## src/rtl/loop_over_all_nibbles.sv

```systemverilog
// Nibble-serial ALU datapath: 4 bits per cycle, LSB first.
// Carries ripple into the upper nibbles of preinit_result when needed.
module loop_over_all_nibbles (
   input  logic        clk,
   input  logic        rst_n,
   input  logic        loop_perm_to_count,
   input  logic [3:0]  ctrl,
   input  logic [2:0]  loop_nibbles_number,
   input  logic        word2_is_negative,
   input  logic [31:0] word1,
   input  logic [31:0] word2,
   input  logic [31:0] preinit_result,
   output logic [31:0] result,
   output logic        busy
);

   typedef enum logic [1:0] {
      S_IDLE = 2'd0,
      S_RUN  = 2'd1,
      S_DONE = 2'd2
   } state_t;

   state_t      r_state;
   logic [31:0] r_result;
   logic        r_carry;
   logic [2:0]  r_idx;

   logic        w_inv;
   logic [1:0]  w_op;
   logic        w_add;
   logic [4:0]  w_pos;
   logic [3:0]  w_w1n;
   logic [3:0]  w_d2;
   logic [3:0]  w_pn;
   logic [3:0]  w_ext;
   logic        w_full;
   logic [3:0]  w_a;
   logic [3:0]  w_b;
   logic [4:0]  w_sum;
   logic [3:0]  w_res;
   logic        w_cnext;
   logic        w_more;

   assign w_inv  = ctrl[3];
   assign w_op   = ctrl[1:0];
   assign w_add  = (w_op == 2'b00);
   assign w_pos  = {r_idx, 2'b00};
   assign w_w1n  = word1[w_pos +: 4];
   assign w_d2   = word2[w_pos +: 4] ^ {4{w_inv}};
   assign w_pn   = preinit_result[w_pos +: 4];
   assign w_ext  = {4{word2_is_negative}} ^ {4{w_inv}};
   assign w_full = (r_idx <= loop_nibbles_number);
   assign w_a    = w_full ? w_w1n : w_pn;
   assign w_b    = w_full ? w_d2 : w_ext;
   assign w_sum  = {1'b0, w_a} + {1'b0, w_b} + {4'b0, r_carry};

   always_comb begin
      w_res   = w_sum[3:0];
      w_cnext = w_sum[4];
      if (w_full) begin
         unique case (w_op)
            2'b00: begin
               w_res   = w_sum[3:0];
               w_cnext = w_sum[4];
            end
            2'b01: begin
               w_res   = w_w1n & w_d2;
               w_cnext = r_carry;
            end
            2'b10: begin
               w_res   = w_w1n | w_d2;
               w_cnext = r_carry;
            end
            2'b11: begin
               w_res   = w_w1n ^ w_d2;
               w_cnext = r_carry;
            end
         endcase
      end
   end

   // Past the last full nibble, keep going only while something can still change.
   assign w_more = (r_idx < loop_nibbles_number) ||
                   ((r_idx != 3'd7) && w_add &&
                    (w_cnext || (w_ext != 4'h0)));

   always_ff @(posedge clk or negedge rst_n) begin
      if (!rst_n) begin
         r_state  <= S_IDLE;
         r_result <= 32'h0;
         r_carry  <= 1'b0;
         r_idx    <= 3'd0;
      end else begin
         unique case (r_state)
            S_IDLE: begin
               if (loop_perm_to_count) begin
                  r_result <= preinit_result;
                  r_carry  <= ctrl[2];
                  r_idx    <= 3'd0;
                  r_state  <= S_RUN;
               end
            end
            S_RUN: begin
               r_result[w_pos +: 4] <= w_res;
               r_carry              <= w_cnext;
               if (w_more) begin
                  r_idx <= r_idx + 3'd1;
               end else begin
                  r_state <= S_DONE;
               end
            end
            S_DONE: begin
               r_state <= S_IDLE;
            end
            default: begin
               r_state <= S_IDLE;
            end
         endcase
      end
   end

   assign result = r_result;
   assign busy   = (r_state == S_RUN) ||
                   ((r_state == S_IDLE) && loop_perm_to_count);

endmodule

```

## config.mk

```make
export PLATFORM = sky130hd
export DESIGN_NAME = loop_over_all_nibbles
export DESIGN_NICKNAME = d
export VERILOG_FILES = /design/src/rtl/loop_over_all_nibbles.sv
export SDC_FILE = /design/constraint.sdc
export NUM_CORES = 1
export LEC_CHECK = 0
export ABC_AREA = 1
export BUFFER_PORTS_ARGS = -buffer_cell sky130_fd_sc_hd__buf_2
export CORE_MARGIN = 4
export CORE_UTILIZATION = 25
export CTS_CLUSTER_DIAMETER = 80
export DETAILED_ROUTE_END_ITERATION = 7
export RECOVER_POWER = 100
export SETUP_SLACK_MARGIN = 0.05
export SYNTH_ARGS = -nofsm -noshare
export SYNTH_HDL_FRONTEND = slang
export SYNTH_SLANG_ARGS = --single-unit
```

## constraint.sdc

```tcl
create_clock -name clk -period 4.7 [get_ports clk]
set_clock_uncertainty 0.15 [all_clocks]
set_input_delay 0.235 -clock clk [delete_from_list [all_inputs] [get_ports clk]]
set_output_delay 0.235 -clock clk [all_outputs]
set_load 0.02 [all_outputs]
```

==> results of run 1 <==
==> layout make-up <==
class | count | area (um^2)
Timing Repair Buffer | 144 | 692
Sequential cell | 38 | 951
Tap cell | 180 | 225
Fill cell | 1573 | 9460
Clock buffer | 6 | 139
Multi-Input combinational cell | 391 | 2200
Inverter | 58 | 220
==> through the flow <==
step	util [%]	hold slack [ns]
finish	31.9	0.0874
global route	31.9	0.100
CTS	32.2	0.0786
detailed placement	31.1	0.245
global placement	31.1	0.247
floorplan	-	-0.211
==> per-layer routing <==
layer  up-vias  GRT usage, %  share of wire, %
met5         -             0                 0
met2       208          24.7                44
li1       1964             -                 -
met4         0          2.90               1.3
met3        15          2.91               9.7
met1      1798          20.4                45
==> power groups by stage <==
stage / registers [mW] / logic [mW] / clock network, mW
finish: 0.570 / 2.73 / 0.324
CTS: 0.567 / 2.78 / 0.333
floorplan: 0.695 / 1.97 / 0
detailed placement: 0.571 / 2.77 / 0
global placement: 0.570 / 2.77 / 0
global route: 0.590 / 3.10 / 0.338
==> cells in the final DEF (no fill, tap or decap), drive strengths merged <==
master and n:
o21a 2, nor3 4, nor2 76, xnor2 2, nand3 66, xor2 4
a21o 1, o211ai 10, nand2 102, inv 58, ha 18, fa 2
clkbuf 40, dlygate4sd3 1, o21ai 62, o311ai 4, a21oi 17, o221ai 8
dfrtp 38, o22ai 13, buf 109
==> registers in the layout, indices dropped and copies added (netlist names) <==
signal / count
r_carry: 1
r_idx: 3
r_state: 2
result: 32
==> final timing paths <==
| kind | cells past startpoint | endpoint | slack (ns) | startpoint |
|---|---|---|---|---|
| max in group asynchronous | 2 | result[9]$_DFFE_PN0P_ | 2.26 | rst_n |
| min in group asynchronous | 2 | result[20]$_DFFE_PN0P_ | 0.95 | rst_n |
| hold reg to reg | 2 | result[7]$_DFFE_PN0P_ | 0.35 | result[7]$_DFFE_PN0P_ |
| setup reg to reg | 15 | result[6]$_DFFE_PN0P_ | 0.83 | r_idx[0]$_DFFE_PN0P_ |
| hold / removal | 3 | result[28]$_DFFE_PN0P_ | 0.09 | preinit_result[28] |
| setup / recovery | 15 | result[6]$_DFFE_PN0P_ | 0.83 | r_idx[0]$_DFFE_PN0P_ |
==> logic make-up (layout without fill, tap and decap cells) <==
kind of cell / count (synthesis) / after routing / synth area share [%]
fa+ha+maj: 20 / 20 / 7.50
buf+inv: 83 / 208 / 10.9
flops: 38 / 38 / 26.9
simple gates: 248 / 248 / 32.6
compound gates: 117 / 117 / 19.8
xor+xnor: 6 / 6 / 2.34
==> repair_timing <==
action / 4_1_cts / 5_1_grt
endpoints found under the hold margin: 38 / 0
setup buffers: 0 / 0
hold buffers: 1 / 0
==> critical path: stages, from the launching register on <==
cell and delay [ns]:
dfrtp_1 0.40, inv_4 0.06, clkbuf_2 0.74, o21ai_0 0.16
o22ai_1 0.16, nand2_1 0.07, nand2_1 0.13, xor2_2 0.20
o21ai_1 0.12, fa_1 0.41, fa_1 0.42, xnor2_1 0.16
o21ai_0 0.11, o21ai_2 0.22, nand2_1 0.09, o311ai_0 0.12
==> metrics, run 1 <==
status finished with violations; failing checks capacitance limit, slew limit; endpoints failing setup 0; WL/cell between 15 and 20 um; via count around 4000; DIE WIDTH ~130 um; DR iter-0 viols ~260; FF+latch count, synth 38; final cycle utilization of the critical path 82.3%; vias in the first global route 3834; Initial Util roughly 25%; Final Worst Setup Slack about 0.83 ns; RSZ-0062 raised after global routing no; mapped cell area approximately 0.0035 mm^2; Remaining DRCs 0; Post-DRT Antenna Nets 0; commonest cells in the netlist 96 x nand2_1, 65 x nand3_1, 62 x nor2_1, 48 x inv_1, 47 x o21ai_0; Synth Instances roughly 510; number of flops mapped to enable cells by yosys 0; DRT Pass-1 Iters 5; crit path capture type flop; Clock Pin Slew Worst Setup and Hold Paths 0.06 ns; die height approximately 130 um; antenna fix cells 0; CP Launch Type flop; DP Worst Slack between 1 and 1.5 ns; Placement Cell Area approximately 0.0043 mm^2; number of nets in the layout 765; CP max FO 52; Worst-Margin Slew approximately 2.1 ns; Synth area leaders dfrtp_1 27%, nand2_1 10%, nand3_1 9.2%; Seq pwr share about 16%; switch share ~57%; Cell variety after synth 33; Post-Layout Cell Count 817; Max Fclk approximately 0.26 GHz; setup TNS 0 ns; Fin. Hold Viols 0; top-count cell post-synth nand2_1; sequential fraction of the synthesis area 26.9%; # Max-Cap Violations 1; overall die area between 0.015 and 0.02 mm^2; placer congestion estimate 0.853; cell accounting for the most synthesized area dfrtp_1; Clk Latency, worst-skew pair roughly 0.28 ns; largest net degree at the start of global routing 53; post-synth top area share a little over a quarter; Critical Path RT about 4.7 ns; critical path start-end classification reg2reg; P_sw 2.08 mW; htree depth 2; CTS buffer count 5; Port Buffers ~140; cell internal pwr roughly 1.5 mW; PD cells between 800 and 900 mW/mm^2; Post-Place Cells a little over 800; Root Driver clkbuf_16; first-pass GRT wire length about 20000 um; vias per cell around 4.9; Bufs on Longest Clock Path 2; DP HPWL a little under 10000 um; Pleak 2.20 nW; Ys Warns 0; CTS tree yes; fin. max-slew vios 39; cts repair resizes 0; dominant synthesized flop cell dfrtp_1; final instance area around 0.0044 mm^2; Peak VDD IR approximately 0.28 mV; post-synthesis area per instance around 6.9 um^2; Top Ports 140; core area between 0.01 and 0.015 mm^2; asr flop ratio synth 100%; GRT Total Usage between 10 and 15%; synthesis-to-layout area growth 25.2%; Clk pwr share between 8 and 9%; share of cells above drive strength 1 24.6%; Pwr Total 3.62 mW; routed wire length 12300 um; data arrival time of the worst path 3.87 ns; Sink Count 38; Rows 43; initial antenna violation count 0; Syn Nets around 640; Hold Path Class in2reg; grt total ovfl 0; Gate power share 75.3%; max_slew headroom -38.4%; Tmin final just under 4 ns
(Power assumes the default switching activity.)
==> inputs of run 2 (changes only) <==
Settings changed: ABC_AREA 1 to 0.
Clock period 4.7 ns to 3.7 ns, I/O delays scaled along.
==> metrics, run 2 <==
final core utilization 33.6% (was 31.9%); Critical Path RT 3.72 ns (was 4.70 ns); max reg flops 32 (unchanged); critical-path cell list ha_1 > nand3b_1 > a32o_1 > buf_4 > a21oi_1 > xnor2_1 > fa_1 > fa_2 > xnor2_1 > o21ai_0 > o31ai_2 > o221a_2 (was inv_4 > clkbuf_2 > o21ai_0 > o22ai_1 > nand2_1 > nand2_1 > xor2_2 > o21ai_1 > fa_1 > fa_1 > xnor2_1 > o21ai_0 > o21ai_2 > nand2_1 > o311ai_0); layout filler cell count 1461 (was 1573); Fin. Hold Viols 0 (unchanged); Clk Latency, worst-skew pair 0.28 ns (about the same); Root Driver clkbuf_16 (unchanged); Syn Nets 493 (was 639); post-synthesis area per instance 9.53 um^2 (was 6.90 um^2); DRT Pass-1 Iters 4 (was 5); status finished with violations (unchanged); Max Fclk 0.291 GHz (was 0.259 GHz); DIE WIDTH 126 um (was 127 um); CP top delay family adder cells (was compound AO/OA/AOI/OAI gates); M1 WL 4630 um (was 5510 um); vias in the first global route 3547 (was 3834); GRT Total Usage 13.7% (was 14.9%); Synth Instances 366 (was 512); Top Ports 140 (unchanged); metal2 WL 5600 um (was 5400 um); antenna fix cells 0 (unchanged); number of flops mapped to enable cells by yosys 0 (unchanged); fin. max-slew vios 39 (unchanged); Tmin final 3.44 ns (was 3.87 ns); Rows 42 (was 43); Sink Count 38 (unchanged); failing checks capacitance limit, slew limit (unchanged); die height 126 um (was 127 um); setup bufs post-CTS 0 (unchanged); routed wire length 11200 um (was 12300 um); final cycle utilization of the critical path 92.9% (was 82.3%); most frequent cells in the layout 105 x buf_2, 45 x nand2_1, 37 x dfrtp_1 (was 106 x buf_2, 96 x nand2_1, 65 x nand3_1); asr flop ratio synth 100% (unchanged); Bufs on Longest Clock Path 2 (unchanged); commonest cells in the netlist 45 x nand2_1, 38 x dfrtp_1, 27 x nor3_1, 25 x a21oi_1, 22 x a211oi_1 (was 96 x nand2_1, 65 x nand3_1, 62 x nor2_1, 48 x inv_1, 47 x o21ai_0); data arrival time of the worst path 3.46 ns (was 3.87 ns); max incr delay on CP 0.42 ns (was 0.74 ns); synthesis-to-layout area growth 29.5% (was 25.2%); max_slew headroom -47.9% (was -38.4%); Remaining DRCs 0 (unchanged); mapped cell area 0.00349 mm^2 (was 0.00353 mm^2); Synth area leaders dfrtp_1 27%, mux4_1 9.0%, mux4_2 7.7% (was dfrtp_1 27%, nand2_1 10%, nand3_1 9.2%); Clock Pin Slew Worst Setup and Hold Paths 0.06 ns (about the same); crit path capture type flop (unchanged); CP max FO 7 (was 52); Pleak 2.00 nW (was 2.20 nW); post-synth top area share 27.3% (was 26.9%); Port Buffers 139 (unchanged); Initial Util 25.9% (was 25.5%); critical path start-end classification reg2reg (unchanged); grt total ovfl 0 (unchanged); CTS buffer count 5 (unchanged); vias per cell 5.04 (was 4.88); Worst-Margin Slew 2.22 ns (was 2.08 ns); number of nets in the layout 620 (was 765); Peak VDD IR 0.287 mV (was 0.285 mV); via count 3374 (was 3985); most common cell after layout, fill and taps aside buf_2 (unchanged); RSZ-0062 raised after global routing no (unchanged); placer congestion estimate 0.839 (was 0.853); CTS tree yes (unchanged); share of cells above drive strength 1 32.0% (was 24.6%); WL/cell 16.7 um (was 15.0 um); top-count cell post-synth nand2_1 (unchanged); htree depth 2 (unchanged); sequential fraction of the synthesis area 27.3% (was 26.9%); most frequent cell on the critical path xnor2_1 (was nand2_1); first-pass GRT wire length 17700 um (was 19400 um); initial antenna violation count 0 (unchanged); setup TNS 0 ns (unchanged); met3 wire len 776 um (was 1200 um); core area 0.0135 mm^2 (was 0.0139 mm^2); PD cells 944 mW/mm^2 (was 819 mW/mm^2); largest net degree at the start of global routing 39 (was 53); Post-DRT Antenna Nets 0 (unchanged); DP HPWL 9020 um (was 9850 um); Hold Path Class in2reg (unchanged); Buf/Inv on CP 1 (was 2); cell accounting for the most synthesized area dfrtp_1 (unchanged); Ys Warns 0 (unchanged); # Max-Cap Violations 1 (unchanged); dominant synthesized flop cell dfrtp_1 (unchanged); endpoints failing setup 0 (unchanged); CP Launch Type flop (unchanged); overall die area 0.0159 mm^2 (was 0.0161 mm^2); Cell variety after synth 54 (was 33); FF+latch count, synth 38 (unchanged); Max Used Layer met4 (unchanged); DR iter-0 viols 154 (was 256); Slowest-stage cell, CP fa_1 (was clkbuf_2)
run 2: layout make-up:
| class | count | area, um^2 | share of cell area [%] |
|---|---|---|---|
| Tap cell | 176 | 220 | 4.88 |
| Multi-Input combinational cell | 276 | 2290 | 50.6 |
| Clock inverter | 3 | 68.8 | 1.52 |
| Inverter | 20 | 75.1 | 1.66 |
| Timing Repair Buffer | 152 | 788 | 17.5 |
| Sequential cell | 38 | 952 | 21.1 |
| Clock buffer | 5 | 125 | 2.77 |
run 2: routing by layer:
metal	vias up	global-route usage (%)
li1	1614	-
met1	1625	16.8
met2	116	23.9
met3	19	3.56
met4	0	3.41
met5	-	0
run 2: cell families after synthesis:
family	count (synthesis)	share of synthesized area [%]
AND/OR/NAND/NOR	129	18.7
AO/OA/AOI/OAI	86	17.3
buffers and inverters	52	7.85
XOR/XNOR	11	2.76
multiplexers	30	18.5
flip-flops	38	27.3
adder cells (fa/ha/maj)	20	7.60
run 2: per-stage QoR:
step	area, um^2	hold slack (ns)	instances	power, mW	setup slack (ns)
floorplan	3490	-0.261	366	2.94	0.130
global placement	4340	0.195	661	3.69	0.147
detailed placement	4340	0.216	661	3.74	0.0835
CTS	4540	0.0444	670	4.33	0.0675
global route	4520	0.0537	670	4.69	0.0382
finish	4520	0.0475	670	4.27	0.262
run 2: where the power goes:
group / switching (mW) / total [mW] / internal [mW]
logic: 1.72 / 2.90 / 1.18
clock network: 0.184 / 0.572 / 0.388
registers: 0.153 / 0.789 / 0.636
run 2: worst reg2reg max path, cell delays in order (launching register included):
cell and delay [ns]:
dfrtp_1 0.41, ha_1 0.34, nand3b_1 0.12, a32o_1 0.26
buf_4 0.17, a21oi_1 0.16, xnor2_1 0.10, fa_1 0.42
fa_2 0.37, xnor2_1 0.13, o21ai_0 0.16, o31ai_2 0.21
o221a_2 0.32
run 2: final timing paths:
kind,start,depth (start not counted),slack [ns],end
setup / recovery,r_idx[1]$_DFFE_PN0P_,12,0.26,result[26]$_DFFE_PN0P_
hold / removal,preinit_result[27],3,0.05,result[27]$_DFFE_PN0P_
setup reg to reg,r_idx[1]$_DFFE_PN0P_,12,0.26,result[26]$_DFFE_PN0P_
hold reg to reg,result[26]$_DFFE_PN0P_,1,0.41,result[26]$_DFFE_PN0P_
max in group asynchronous,rst_n,2,1.05,r_idx[0]$_DFFE_PN0P_
min in group asynchronous,rst_n,2,0.93,r_idx[1]$_DFFE_PN0P_
run 2: repair_timing:
action	4_1_cts	5_1_grt
hold buffers	1	0
gates resized for setup	0	8
endpoints found under the hold margin	38	0
endpoints found under the setup margin	0	28
